--- src/rtl/cdf_store_packer.sv ---
// Store stage at the tail of the CDF pipeline: packs per-element results into
// lane-masked memory words and issues them over a valid/ready write port.
module cdf_store_packer #(
   parameter int RESULT_WIDTH = 20,
   parameter int LANE_WIDTH   = 32,
   parameter int BUS_WIDTH    = 128,
   parameter int ADDR_WIDTH   = 16
) (
   input  logic                                clock,
   input  logic                                reset,
   input  logic                                StartIn,
   input  logic [RESULT_WIDTH-1:0]             ResultIn,
   input  logic [ADDR_WIDTH-1:0]               StoreAddressIn,
   input  logic                                FlushIn,
   output logic                                ReadyOut,
   output logic [BUS_WIDTH-1:0]                WriteBus,
   output logic [ADDR_WIDTH-1:0]               WriteAddress,
   output logic [BUS_WIDTH/LANE_WIDTH-1:0]     WriteLaneMask,
   output logic                                WriteEnable,
   input  logic                                WriteReady,
   output logic                                Idle,
   output logic [15:0]                         WordsWritten
);
   localparam int LANES = BUS_WIDTH / LANE_WIDTH;
   localparam int LB    = $clog2(LANES);
   localparam int LBW   = (LB > 0) ? LB : 1;

   logic                  buf_valid_q, buf_valid_d;
   logic [ADDR_WIDTH-1:0] buf_addr_q, buf_addr_d;
   logic [LANES-1:0]      buf_mask_q, buf_mask_d;
   logic [BUS_WIDTH-1:0]  buf_data_q, buf_data_d;

   logic [BUS_WIDTH-1:0]  wbus_q;
   logic [ADDR_WIDTH-1:0] waddr_q;
   logic [LANES-1:0]      wmask_q;
   logic                  we_q;
   logic [15:0]           words_q;

   logic                  out_free, accept, emit;
   logic [LBW-1:0]        lane;
   logic [ADDR_WIDTH-1:0] word;
   logic [LANES-1:0]      lane_onehot, merged_mask, emit_mask;
   logic [BUS_WIDTH-1:0]  elem_word, lane_bits, merged_data, emit_data;
   logic [ADDR_WIDTH-1:0] emit_addr;

   assign out_free = !we_q || WriteReady;
   assign ReadyOut = out_free && !FlushIn;
   assign accept   = StartIn && ReadyOut;

   // With a single lane per word there are no lane bits in the address.
   assign lane = (LB > 0) ? StoreAddressIn[LBW-1:0] : '0;
   assign word = StoreAddressIn >> LB;

   for (genvar gi = 0; gi < LANES; gi++) begin : g_lane
      assign lane_onehot[gi] = (lane == LBW'(gi));
      assign elem_word[gi*LANE_WIDTH +: LANE_WIDTH] =
         lane_onehot[gi] ? LANE_WIDTH'(ResultIn) : '0;
      assign lane_bits[gi*LANE_WIDTH +: LANE_WIDTH] = {LANE_WIDTH{lane_onehot[gi]}};
   end

   // Replacing the whole lane makes a repeated lane simply overwrite (last write wins).
   assign merged_data = (buf_data_q & ~lane_bits) | elem_word;
   assign merged_mask = buf_mask_q | lane_onehot;

   always_comb begin
      buf_valid_d = buf_valid_q;
      buf_addr_d  = buf_addr_q;
      buf_mask_d  = buf_mask_q;
      buf_data_d  = buf_data_q;
      emit        = 1'b0;
      emit_addr   = buf_addr_q;
      emit_mask   = buf_mask_q;
      emit_data   = buf_data_q;
      if (accept) begin
         if (buf_valid_q && (word == buf_addr_q)) begin
            if (&merged_mask) begin
               emit        = 1'b1;
               emit_mask   = merged_mask;
               emit_data   = merged_data;
               buf_valid_d = 1'b0;
               buf_mask_d  = '0;
               buf_data_d  = '0;
            end else begin
               buf_mask_d = merged_mask;
               buf_data_d = merged_data;
            end
         end else if (buf_valid_q) begin
            emit       = 1'b1;
            buf_addr_d = word;
            buf_mask_d = lane_onehot;
            buf_data_d = elem_word;
         end else if (LANES == 1) begin
            emit      = 1'b1;
            emit_addr = word;
            emit_mask = lane_onehot;
            emit_data = elem_word;
         end else begin
            buf_valid_d = 1'b1;
            buf_addr_d  = word;
            buf_mask_d  = lane_onehot;
            buf_data_d  = elem_word;
         end
      end else if (FlushIn && out_free && buf_valid_q) begin
         emit        = 1'b1;
         buf_valid_d = 1'b0;
         buf_mask_d  = '0;
         buf_data_d  = '0;
      end
   end

   // Emits only happen while out_free, so loading never overwrites a stalled word.
   always_ff @(posedge clock) begin
      if (reset) begin
         buf_valid_q <= 1'b0;
         buf_addr_q  <= '0;
         buf_mask_q  <= '0;
         buf_data_q  <= '0;
         wbus_q      <= '0;
         waddr_q     <= '0;
         wmask_q     <= '0;
         we_q        <= 1'b0;
         words_q     <= '0;
      end else begin
         buf_valid_q <= buf_valid_d;
         buf_addr_q  <= buf_addr_d;
         buf_mask_q  <= buf_mask_d;
         buf_data_q  <= buf_data_d;
         if (emit) begin
            wbus_q  <= emit_data;
            waddr_q <= emit_addr;
            wmask_q <= emit_mask;
            we_q    <= 1'b1;
         end else if (WriteReady) begin
            we_q <= 1'b0;
         end
         if (we_q && WriteReady) begin
            words_q <= words_q + 16'd1;
         end
      end
   end

   assign WriteBus      = wbus_q;
   assign WriteAddress  = waddr_q;
   assign WriteLaneMask = wmask_q;
   assign WriteEnable   = we_q;
   assign WordsWritten  = words_q;
   assign Idle          = !buf_valid_q && !we_q;

endmodule

--- config.mk ---
export PLATFORM = sky130hd
export DESIGN_NAME = cdf_store_packer
export DESIGN_NICKNAME = d
export VERILOG_FILES = /design/src/rtl/cdf_store_packer.sv
export SDC_FILE = /design/constraint.sdc
export NUM_CORES = 1
export LEC_CHECK = 0
export ABC_AREA = 1
export CORE_UTILIZATION = 54
export DETAILED_ROUTE_END_ITERATION = 8
export PLACE_DENSITY_LB_ADDON = 0.2
export SYNTH_ARGS = -nofsm -noshare
export SYNTH_HDL_FRONTEND = slang
export SYNTH_SLANG_ARGS = --single-unit
--- constraint.sdc ---
create_clock -name clock -period 2.6 [get_ports clock]
set_input_delay 0.52 -clock clock [delete_from_list [all_inputs] [get_ports clock]]
set_output_delay 0.52 -clock clock [all_outputs]
set_load 0.02 [all_outputs]
==> flow_summary_export.csv, run 1 <==
group,metric,value,unit
global_routing,antenna_found_initial,0,
timing,final.min_clock_period,2353,ps
clock_tree,cts_setup_buffers,0,
run,max_cap_violations,0,
timing,max_slew.worst_pin.slew,765.8,ps
setup_path,path_cells,"clkdlybuf4s50_1 > nor2_1 > nor2_1 > clkdlybuf4s50_1",
global_routing,overflow,0,
place,dpl_cell_area,16570,sq um
drt,finalWirelength,40.47,mm
setup_path,timing.rr.start,"buf_valid_q$_SDFFE_PP0P_",
timing,clock_skew,12.05,ps
drt,drt-pass1-iter-count,6,
place,gp_congestion,0.8459,
timing,slew_headroom,0.4895,
setup_path,crit-reg2reg-capture,"WriteBus[14]$_SDFFE_PP0P_",
timing,drv_slew,0,
clock_tree,cts_max_path_buffers,3,
layout,num_antenna_cells,0,
global_routing,grt_first_pass_wirelength,65.09,mm
timing,timing.setup.tns,0,ps
global_routing,grt_max_degree,146,
layout,nFillCells,2104,
timing,post-route-period-util,0.9052,
timing,finalHoldViolations,0,
layout,syn2layout_area_growth,27.84,%
layout,layout.nets,2324,
setup_path,crit_fanout,2,
clock_tree,cts_resized,0,
setup_path,crit_arrival,1830,ps
clock_tree,clkTransAtPathRegs,60,ps
clock_tree,hold_buffers,0,
clock_tree,cts.sinks,310,
yosys,ys_ff_latch,310,
setup_path,endpoint_kind,"output pin",
place,hpwl,25.91,mm
timing,holdWs,442.6,ps
yosys,async_reset_ff_frac,0,
floorplan,die_h,162.3,um
yosys,seq_area_frac_synth,0.4471,
yosys,netlist_instances,2103,
clock_tree,cts_htree_levels,2,
setup_path,startpoint_type,"input port",
pwr,vdd_drop_max,0.4971,mV
setup_path,crit_type,"in2out",
floorplan,die_area,26350,sq um
floorplan,fp.dieW,162.3,um
yosys,syn_area,13880,sq um
drt,ant_nets,0,
yosys,synth_edf_count,0,
pwr,p_leak,7.294,nW
global_routing,grt_pass1_vias,13120,
yosys,synth_ff_type,"dfxtp_1",
layout,layout-drive-gt1-share,0.07366,
place,io_buffers,205,
floorplan,std_cell_rows,58,
yosys,syn-mean-instance-area,6.600,sq um
yosys,synth_top_area_frac,0.4471,
clock_tree,cts_tree,"done",
timing,fmax,424.9,MHz
floorplan,ios,208,
clock_tree,worstSkewPairLatency,520,ps
yosys,synthDistinctLibCells,39,
setup_path,reg2reg_slack,480,ps
yosys,synth.area.top_cells,"dfxtp_1 (45%), nand2_1 (20%), nor2_1 (7.7%)",
drt,drc,0,
layout,final_cells,2638,
place,place_ws,-103.1,ps
drt,routed_via_density,5.462,
min_path,min_path_cells,2,
place,placedCellCount,2575,
timing,setup_viol,0,
drt,dr.first_iter.drc_count,1560,
drt,vias,14410,
min_path,worstHoldPathType,"reg2reg",
floorplan,start_util,0.5512,
pwr,power.density,655.3,nW/um^2
global_routing,grtUsageTotal,0.3026,
min_path,min_to,"buf_data_q[89]$_SDFFE_PP0P_",
setup_path,reg2reg_depth,10,
timing,rsz0062_at_grt,"no",
setup_path,crit_path_max_incr_delay,630,ps
setup_path,slowest_stage,"clkdlybuf4s50_1",
clock_tree,cts_root_buf,"clkbuf_16",
timing,setup_ws,246.6,ps
clock_tree,cts_buffers,35,
setup_path,required,2080,ps
drt,wl_per_cell,15.34,um
min_path,min_from,"buf_data_q[89]$_SDFFE_PP0P_",
floorplan,coreArea,25180,sq um
status,outcome,"completed",
yosys,yosysWarnings,0,
layout,design_area,17750,sq um
yosys,post-synth-top-area-cell,"dfxtp_1",
[layout by cell type (no fill, tap or decap), types with 2 or more instances in the layout]
cell type / Yosys / layout
nand2_1: 749 / 749
dfxtp_1: 310 / 310
nor2_1: 283 / 283
clkdlybuf4s50_1: 0 / 204
a21oi_1: 171 / 171
o21ai_0: 164 / 164
inv_1: 88 / 86
nand3_1: 77 / 77
buf_4: 14 / 62
clkbuf_16: 0 / 35
o22ai_1: 26 / 26
buf_12: 0 / 20
nand4_1: 18 / 18
nor3_1: 16 / 16
o21ai_1: 13 / 12
clkbuf_8: 0 / 9
inv_2: 7 / 8
clkinv_2: 0 / 7
clkbuf_1: 81 / 5
nand2_2: 4 / 4
inv_6: 0 / 4
nor2_2: 4 / 3
nor2_4: 2 / 3
a31oi_1: 3 / 3
nor3_2: 4 / 3
bufinv_16: 0 / 3
xnor2_1: 2 / 2
nand3_2: 2 / 2
conb_1: 1 / 2
[how the worst max path moves through the flow]
| stage | start | to | cells after the start |
|---|---|---|---|
| 2_1_floorplan | WriteReady | WriteBus[102]$_SDFFE_PP0P_ | 11 |
| 3_3_place_gp | StoreAddressIn[2] | WriteBus[120]$_SDFFE_PP0P_ | 16 |
| 3_5_place_dp | StoreAddressIn[9] | WriteBus[109]$_SDFFE_PP0P_ | 13 |
| 4_1_cts | WriteReady | ReadyOut | 4 |
| 5_1_grt | StoreAddressIn[0] | WriteBus[24]$_SDFFE_PP0P_ | 8 |
| 6_report | WriteReady | ReadyOut | 4 |
[per-stage QoR]
step                      power, W  utilization
after CTS                  0.01167       0.7047
after detailed placement  0.006678       0.6579
final                      0.01163       0.7047
after global routing       0.01204       0.7047
after floorplan           0.005998            -
after global placement    0.006650       0.6579
[sequential cells by signal (all words and copies together) (netlist names)]
signal / count
WriteBus: 128
buf_data_q: 128
WordsWritten: 16
WriteAddress: 14
buf_addr_q: 14
WriteLaneMask: 4
buf_mask_q: 4
WriteEnable: 1
buf_valid_q: 1
[report_power, final]
part           leakage [nW]  total, W  internal (W)  switching, W
clock                 0.590   0.00503       0.00305       0.00199
combinational          4.19   0.00153      0.000612      0.000919
sequential             2.52   0.00506       0.00494      0.000122
total                  7.29    0.0116       0.00860       0.00303
[synth_stat cells, drive strengths merged (2+ instances only)]
cell    instances
xnor2           2
dfxtp         310
buf            64
clkbuf         81
nand2         753
nand4          19
o21ai         177
nor3           20
a21oi         171
a31oi           4
nor2          289
o22ai          26
nand3          80
inv            95
[layout make-up]
cell class	count	area, sq um	area share
inverter	96	362.8	0.02045
multi-input combinational	1553	6678	0.3763
timing repair buffer	286	2908	0.1639
clock buffer	49	1018	0.05739
sequential	310	6206	0.3497
clock inverter	14	160.2	0.009025
tap	330	412.9	0.02327
[critical path, delay by kind of cell]
family	cells	cell delay (ps)
buffers and inverters	2	1110
AND/OR/NAND/NOR	2	200
[logic make-up after synthesis]
logic type	count (synthesis)	synth area share
AND/OR/NAND/NOR	1164	0.3339
AO/OA/AOI/OAI	383	0.1422
flip-flops	310	0.4471
buffers and inverters	241	0.07373
XOR/XNOR	3	0.001893
adder cells (fa/ha/maj)	1	0.0009012
other	1	0.0002702
[layer usage]
metal  vias up  share of wire  GRT usage  wire (um)
li1       7055              -          -          -
met1      6615           0.43     0.4056      17460
met2       646           0.45     0.4874      18270
met3        92          0.080    0.04354       3229
met4         0          0.037     0.1256       1509
met5         -              0          0          0
No activity file was read; power rests on OpenSTA's default activity.
==> run 2, diff against run 1 <==
- CORE_UTILIZATION: 54 -> 49
- GPL_ROUTABILITY_DRIVEN: not set -> 0
- TNS_END_PERCENT: not set -> 50
- clock period: 2.6 -> 1.9 ns (I/O delays scaled with it)
==> run 2 against run 1 <==
The run now ends with negative setup slack left. Combinational power grew 59%. Sequential share of layout area shrank 3.2 points. Cell area grew 10%. Largest power group unchanged.
==> flow_summary_export.csv, run 2 (synthesis results as in run 1) <==
group,metric,value,unit
floorplan,coreArea,27860,sq um
clock_tree,worstSkewPairLatency,530,ps
floorplan,start_util,0.4983,
global_routing,overflow,0,
layout,syn2layout_area_growth,41.24,%
layout,nFillCells,2177,
drt,dr.first_iter.drc_count,1497,
floorplan,ios,208,
timing,max_slew.worst_pin.slew,687.3,ps
layout,layout_common_cells,"nand2_1 (717), dfxtp_1 (298), nor2_1 (248), clkdlybuf4s50_1 (171), a21oi_1 (168)",
floorplan,fp.dieW,170.3,um
drt,wl_per_cell,16.24,um
min_path,worstHoldPathType,"in2reg",
setup_path,crit_path_max_incr_delay,360,ps
status,violations,"negative setup slack",
setup_path,slowest_stage,"dfxtp_2",
place,hpwl,26.86,mm
setup_path,crit_type,"reg2reg",
timing,drv_slew,0,
setup_path,crit_fanout,6,
global_routing,grt_pass1_vias,13470,
clock_tree,cts.sinks,310,
timing,finalHoldViolations,0,
timing,setup_ws,-138.0,ps
drt,routed_via_density,5.415,
global_routing,antenna_found_initial,2,
floorplan,std_cell_rows,61,
drt,vias,15090,
timing,slew_headroom,0.5382,
pwr,power.density,827.3,nW/um^2
timing,final.min_clock_period,2038,ps
clock_tree,cts_root_buf,"clkbuf_16",
drt,finalWirelength,45.23,mm
pwr,power,0.01622,W
status,outcome,"complete, but fails checks",
layout,final_common_cell,"nand2_1",
place,placedCellCount,2677,
timing,clock_skew,27.27,ps
setup_path,path_cells,"inv_2 > nand2_2 > nand2_2 > nor2_1 > nand2_1 > nor2_4 > nand2_4 > buf_12 > nor2_4 > buf_6 > nand2_8 > buf_12 > nand2_2 > nand2_1 > nand2_1 > nor2_1",
clock_tree,hold_buffers,0,
setup_path,required,2310,ps
setup_path,startpoint_type,"flip-flop",
global_routing,grt_max_degree,98,
timing,rsz0062_at_grt,"yes",
floorplan,die_h,170.3,um
drt,drt-pass1-iter-count,5,
layout,fin_util,0.7038,
setup_path,crit_family,"simple AND/OR/NAND/NOR gates",
clock_tree,clkTransAtPathRegs,60,ps
clock_tree,cts_max_path_buffers,3,
layout,final_cells,2786,
pwr,p_leak,8.152,nW
timing,fmax,490.7,MHz
layout,layout.nets,2424,
clock_tree,cts_htree_levels,2,
run,max_cap_violations,0,
floorplan,die_area,29010,sq um
pwr,vdd_drop_max,0.5274,mV
clock_tree,cts_tree,"done",
global_routing,grt_first_pass_wirelength,67.48,mm
setup_path,crit_buf_inv,4,
timing,post-route-period-util,1.073,
setup_path,endpoint_kind,"flip-flop",
setup_path,crit_arrival,2450,ps
clock_tree,cts_buffers,35,
drt,ant_nets,0,
layout,layout-drive-gt1-share,0.1600,
place,io_buffers,205,
drt,drc,0,
global_routing,grtUsageTotal,0.2888,
timing,setup_viol,208,
[run 2: cell types whose count changed in the layout (fill, tap and decap cells not counted), sizes merged]
cell,before,now
clkinv,8,7
buf,82,170
clkdlybuf4s50,204,171
clkinvlp,0,1
dlymetal6s2s,0,3
dlygate4sd2,0,30
clkbuf,49,61
diode,0,1
inv,99,98
[run 2: what timing repair did]
item                       4_1_cts  5_1_grt
setup endpoints to repair      308      323
setup buffers                   17       10
resized for setup               82      180
pin swaps                       14       65
cloned                           5       16
[run 2: cell type report]
cell class	count	area, sq um	share of cell area
Antenna cell	1	2.502	0.0001276
Clock buffer	49	998.5	0.05093
Clock inverter	13	157.7	0.008041
Inverter	96	367.9	0.01876
Multi-Input combinational cell	1553	7191	0.3668
Sequential cell	310	6221	0.3173
Tap cell	378	473.0	0.02412
Timing Repair Buffer	386	4194	0.2139
[run 2: final timing paths]
| check | startpoint | end | slack [ps] | depth (start not counted) |
|---|---|---|---|---|
| worst max-delay path | buf_addr_q[13]$_SDFFE_PP0P_ | WriteBus[116]$_SDFFE_PP0P_ | -140 | 16 |
| worst min-delay path | StoreAddressIn[3] | buf_addr_q[1]$_SDFFE_PP0P_ | 240 | 3 |
| worst max register to register | buf_addr_q[13]$_SDFFE_PP0P_ | WriteBus[116]$_SDFFE_PP0P_ | -140 | 16 |
| worst min register to register | buf_data_q[22]$_SDFFE_PP0P_ | buf_data_q[22]$_SDFFE_PP0P_ | 440 | 2 |
[run 2: per-stage QoR]
step | hold slack [ps] | setup slack (ps) | setup TNS, ps | instance area (sq um)
2_1_floorplan | 424.6 | 7.818 | 0 | 13900
3_3_place_gp | 430.5 | -689.9 | -155170 | 17150
3_5_place_dp | 433.8 | -713.9 | -164770 | 17150
4_1_cts | 309.1 | -75.90 | -495.1 | 18690
5_1_grt | 267.7 | -287.6 | -50130 | 19610
6_report | 243.2 | -138.0 | -9241 | 19610
[run 2: routing by layer]
| layer | track usage | wire, um | share of wire | vias up |
|---|---|---|---|---|
| met3 | 0.04512 | 3734 | 0.083 | 105 |
| met2 | 0.4717 | 20810 | 0.46 | 690 |
| li1 | - | - | - | 7288 |
| met1 | 0.3833 | 19030 | 0.42 | 7001 |
| met4 | 0.1081 | 1644 | 0.036 | 2 |
| met5 | 0 | 13 | 0.00029 | - |
[run 2: where the power goes]
group	total, W	switching [W]	internal [W]
sequential	0.00693	0.000162	0.00677
clock	0.00685	0.00275	0.00409
combinational	0.00244	0.00141	0.00104
[run 2: tightest hold or removal path, delay by kind of cell]
family	cells	cell delay [ps]
buffers and inverters	1	130
AOI/OAI and AO/OA	2	200
